`config.mk`:
```
export PLATFORM = sky130hd
export DESIGN_NAME = pipeline_chain
export DESIGN_NICKNAME = d
export VERILOG_FILES = /design/src/rtl/pipeline_chain.sv
export SDC_FILE = /design/constraint.sdc
export NUM_CORES = 1
export LEC_CHECK = 0
export ABC_AREA = 1
export CAP_MARGIN = 20
export CORE_MARGIN = 1.5
export CORE_UTILIZATION = 25
export DETAILED_ROUTE_END_ITERATION = 16
export HOLD_SLACK_MARGIN = 0.06
export PLACE_DENSITY = 0.44
export REMOVE_ABC_BUFFERS = 1
export SLEW_MARGIN = 20
export SYNTH_ARGS = -nofsm -noshare
export SYNTH_HDL_FRONTEND = slang
export SYNTH_SLANG_ARGS = --single-unit
```
`constraint.sdc`:
```
create_clock -name clk -period 4.16 [get_ports clk]
set_clock_uncertainty 0.15 [all_clocks]
set_input_delay 0.416 -clock clk [delete_from_list [all_inputs] [get_ports clk]]
set_output_delay 0.416 -clock clk [all_outputs]
set_load 0.01 [all_outputs]
```
`src/rtl/pipeline_chain.sv`:
```
// Elastic register pipeline with combinational bubble collapse, partial flush,
// live occupancy count and a retired-transfer counter.
module pipeline_chain #(
  parameter int WIDTH = 32,
  parameter int DEPTH = 4,
  parameter int SW    = $clog2(DEPTH)
) (
  input  logic                       clk,
  input  logic                       reset,
  input  logic                       in_valid,
  output logic                       in_ready,
  input  logic [WIDTH-1:0]           in_data,
  output logic                       out_valid,
  input  logic                       out_ready,
  output logic [WIDTH-1:0]           out_data,
  input  logic                       flush,
  input  logic [SW-1:0]              flush_stage,
  output logic [$clog2(DEPTH+1)-1:0] occupancy,
  output logic [31:0]                retired
);

  localparam int OW = $clog2(DEPTH+1);

  logic [DEPTH-1:0] v;
  logic [DEPTH-1:0] v_next;
  logic [DEPTH-1:0] v_shift;
  logic [DEPTH:0]   r;
  logic [WIDTH-1:0] d [DEPTH];
  logic [OW-1:0]    occ_next;
  int unsigned      fs;

  // Readiness ripples from the output back to stage 0; any bubble opens every younger stage.
  always_comb begin
    logic carry;
    r        = '0;
    carry    = out_ready;
    r[DEPTH] = out_ready;
    for (int unsigned i = 0; i < DEPTH; i++) begin
      carry          = !v[DEPTH-1-i] || carry;
      r[DEPTH-1-i]   = carry;
    end
  end

  assign in_ready  = r[0];
  assign out_valid = v[DEPTH-1];
  assign out_data  = d[DEPTH-1];

  always_comb begin
    v_shift  = {v[DEPTH-2:0], in_valid};
    fs       = (32'(flush_stage) > 32'(DEPTH-1)) ? 32'(DEPTH-1) : 32'(flush_stage);
    v_next   = v;
    occ_next = '0;
    for (int unsigned k = 0; k < DEPTH; k++) begin
      if (r[k]) v_next[k] = v_shift[k];
      // The payload leaving the oldest flushed stage is dropped rather than handed on.
      if (flush && r[k] && (k == fs + 1)) v_next[k] = 1'b0;
      if (flush && (k <= fs)) v_next[k] = 1'b0;
      occ_next = occ_next + OW'(v_next[k]);
    end
  end

  always_ff @(posedge clk) begin
    if (reset) begin
      v         <= '0;
      occupancy <= '0;
      retired   <= '0;
    end else begin
      v         <= v_next;
      occupancy <= occ_next;
      if (out_valid && out_ready) retired <= retired + 32'd1;
    end
  end

  // Payload registers carry no reset; their contents only matter when the valid bit is set.
  always_ff @(posedge clk) begin
    if (r[0]) d[0] <= in_data;
    for (int unsigned k = 1; k < DEPTH; k++) begin
      if (r[k]) d[k] <= d[k-1];
    end
  end

endmodule

```
==> run_results.csv <==
group,metric,value,unit
synth,synthCells,460,
cts,cts_buffer_depth,2,
sta,setup_viol,0,
placement,gp_congestion,0.811,
floorplanning,rows,56,
flow_run,maxCapViolations,0,
sta,tightest_slew,0.778,ns
worst_setup_path,crit_type,"input pin to output port",
sta,worst_hold_slack,0.260,ns
global_route,track_usage,0.105,
floorplanning,die_w,158,um
worst_setup_path,arrival,2.24,ns
global_route,grt_pass1_wl,19400,um
global_route,grt_max_degree,34,
global_route,grt_antenna_before_repair,2,
sta,rsz0062_at_grt,"no",
cts,cts.sinks,167,
cts,post-cts-setup-buffers,0,
placement,hpwl,8090,um
power,leakagePower,2.93,nW
finish,syn_to_final_growth,34.5,%
placement,place_area,0.00749,mm2
worst_setup_path,critPathRequiredTime,3.59,ns
floorplanning,initial_core_util,0.255,
route,drc_errors,0,
worst_setup_path,rrSetupSlack,1.67,ns
synth,synth_ff_type,"edfxtp_1",
worst_setup_path,crit_end,"in_ready",
route,viasPerCell,3.92,
route,drt-initial-drc-count,246,
cts,path_clk_slew,0.07,ns
global_route,grt_pass1_vias,3662,
synth,netlist_area,0.00600,mm2
route,drtPass1Iterations,5,
worst_setup_path,startpoint,"out_ready",
cts,cts_root_buf,"clkbuf_16",
route,drt-total-wl,12100,um
worst_setup_path,r2r_start,"v[3]",
power,power.density,438,mW/mm2
floorplanning,dieArea,0.0250,mm2
cts,cts_tree,"built",
synth,synthArstFlopShare,0,
floorplanning,fp.dieH,158,um
synth,synth_seq_area_share,0.770,
synth,synth_enable_flop_cells,128,
worst_setup_path,critPathLaunchType,"input pin",
cts,h-tree-depth,4,
floorplanning,ios,108,
worst_hold_path,hold_depth,0,
floorplanning,core-area,0.0235,mm2
route,final_antenna_net_count,0,
finish,final_util,0.343,
placement,place_ws,1.16,ns
finish,design_area,0.00808,mm2
sta,finalHoldViolCount,0,
finish,drive_gt1_frac,0.0935,
sta,max_freq,357,MHz
global_route,gr-total-overflow,0,
placement,io_buffers,107,
route,wire_per_inst,13.2,um
route,via_count,3595,
sta,maxSlewViolCount,0,
sta,tns,0,ns
power,peakVddDrop,0.000244,V
cts,post_cts_resized,0,
synth,yosysWarningCount,0,
sta,final.setup.worst_slack,1.36,ns
sta,post-route-period-util,0.674,
finish,diodes,0,
worst_setup_path,reg2reg_depth,13,
sta,max_slew_margin,0.481,
synth,avgSynthCellArea,13.1,um2
worst_setup_path,rr_endpoint,"occupancy[1]",
run_status,status,"completed",
worst_setup_path,worstPathMaxFanout,33,
synth,yosys_register_bits,167,
synth,yosysUniqueCellTypes,30,
sta,period_needed,2.80,ns
cts,cts_hold_buf,0,
cts,cts_buffers,17,
worst_hold_path,hold_path_class,"register to register",
finish,layout.nets,629,
worst_setup_path,crit_path_end_kind,"output port",
cts,clock_latency,0.42,ns
## placed cells by master (no fill, tap or decap), types with 3 or more instances in the layout
cell type	n
a21oi_1	13
buf_4	5
clkbuf_16	17
clkdlybuf4s50_1	107
clkinv_1	3
dfxtp_1	39
edfxtp_1	128
ha_1	3
inv_1	58
inv_8	6
nand2_1	71
nand2_2	6
nand3_1	16
nand3_2	4
nand4_1	7
nor2_1	65
nor2_2	3
nor2_4	6
nor3_1	5
o21ai_0	13
o21ai_1	3
xor2_1	3
## worst max-delay path, cell delays in order
cell and delay (ns):
clkdlybuf4s50_1 0.44, nor2_1 0.21, nand2_2 0.07, nor2_1 0.19, nand2_2 0.08, buf_4 0.28, clkdlybuf4s50_1 0.54
## power by group
| group | internal, mW | switching [mW] | total [mW] |
|---|---|---|---|
| logic | 0.0639 | 0.0365 | 0.100 |
| clock network | 0.854 | 0.711 | 1.56 |
| registers | 1.86 | 0.0165 | 1.87 |
## worst min path at each step
stage	from	endpoint	slack (ns)
after floorplan	d[0][0]	d[1][0]	0.25
after global placement	d[0][11]	d[1][11]	0.25
after detailed placement	d[0][15]	d[1][15]	0.25
after CTS	d[1][5]	d[2][5]	0.26
after global routing	d[1][5]	d[2][5]	0.26
final	d[1][5]	d[2][5]	0.26
## per-layer routing
metal	track usage	wire length, um	part of all wire	vias to the layer above
met5	0	22	0.0018	-
met4	0.0352	131	0.011	4
met3	0.0416	849	0.070	17
met2	0.172	5640	0.47	96
met1	0.126	5480	0.45	1671
li1	-	-	-	1807
## stage by stage
| step | instances | power (mW) |
|---|---|---|
| 2_1_floorplan | 455 | 1.93 |
| 3_3_place_gp | 886 | 2.01 |
| 3_5_place_dp | 886 | 2.01 |
| 4_1_cts | 918 | 3.60 |
| 5_1_grt | 918 | 3.69 |
| 6_report | 918 | 3.54 |
## sequential cells by signal, indices dropped and copies added (netlist names)
signal	cells
d	128
v	4
retired	32
occupancy	3
## cells in the mapped netlist (4+ instances only)
master | n | area share
nand2_1 | 73 | 0.046
nand2_2 | 4 | 0.0042
nand4_1 | 7 | 0.0073
nor2_1 | 65 | 0.041
a21oi_1 | 13 | 0.011
nor3_1 | 5 | 0.0042
edfxtp_1 | 128 | 0.64
nand3_2 | 4 | 0.0067
dfxtp_1 | 39 | 0.13
inv_1 | 58 | 0.036
nand3_1 | 16 | 0.013
o21ai_0 | 13 | 0.011
nor2_4 | 6 | 0.011
## layout make-up
cell class                 count  area [um2]
fill                        2337       15500
sequential                   167        4620
multi-input combinational    229        1130
clock buffer                  17         425
timing repair buffer         112        1110
clock inverter                15         163
inverter                      59         221
tap                          319         399
## kinds of logic (layout without fill, tap and decap cells)
logic type / Yosys count / after routing / share of synthesized area
flops: 167 / 167 / 0.770
compound gates: 32 / 32 / 0.0285
xor+xnor: 4 / 4 / 0.00584
buf+inv: 64 / 203 / 0.0419
fa+ha+maj: 4 / 4 / 0.00959
simple gates: 189 / 189 / 0.144
No activity file was read; power rests on OpenSTA's default activity.
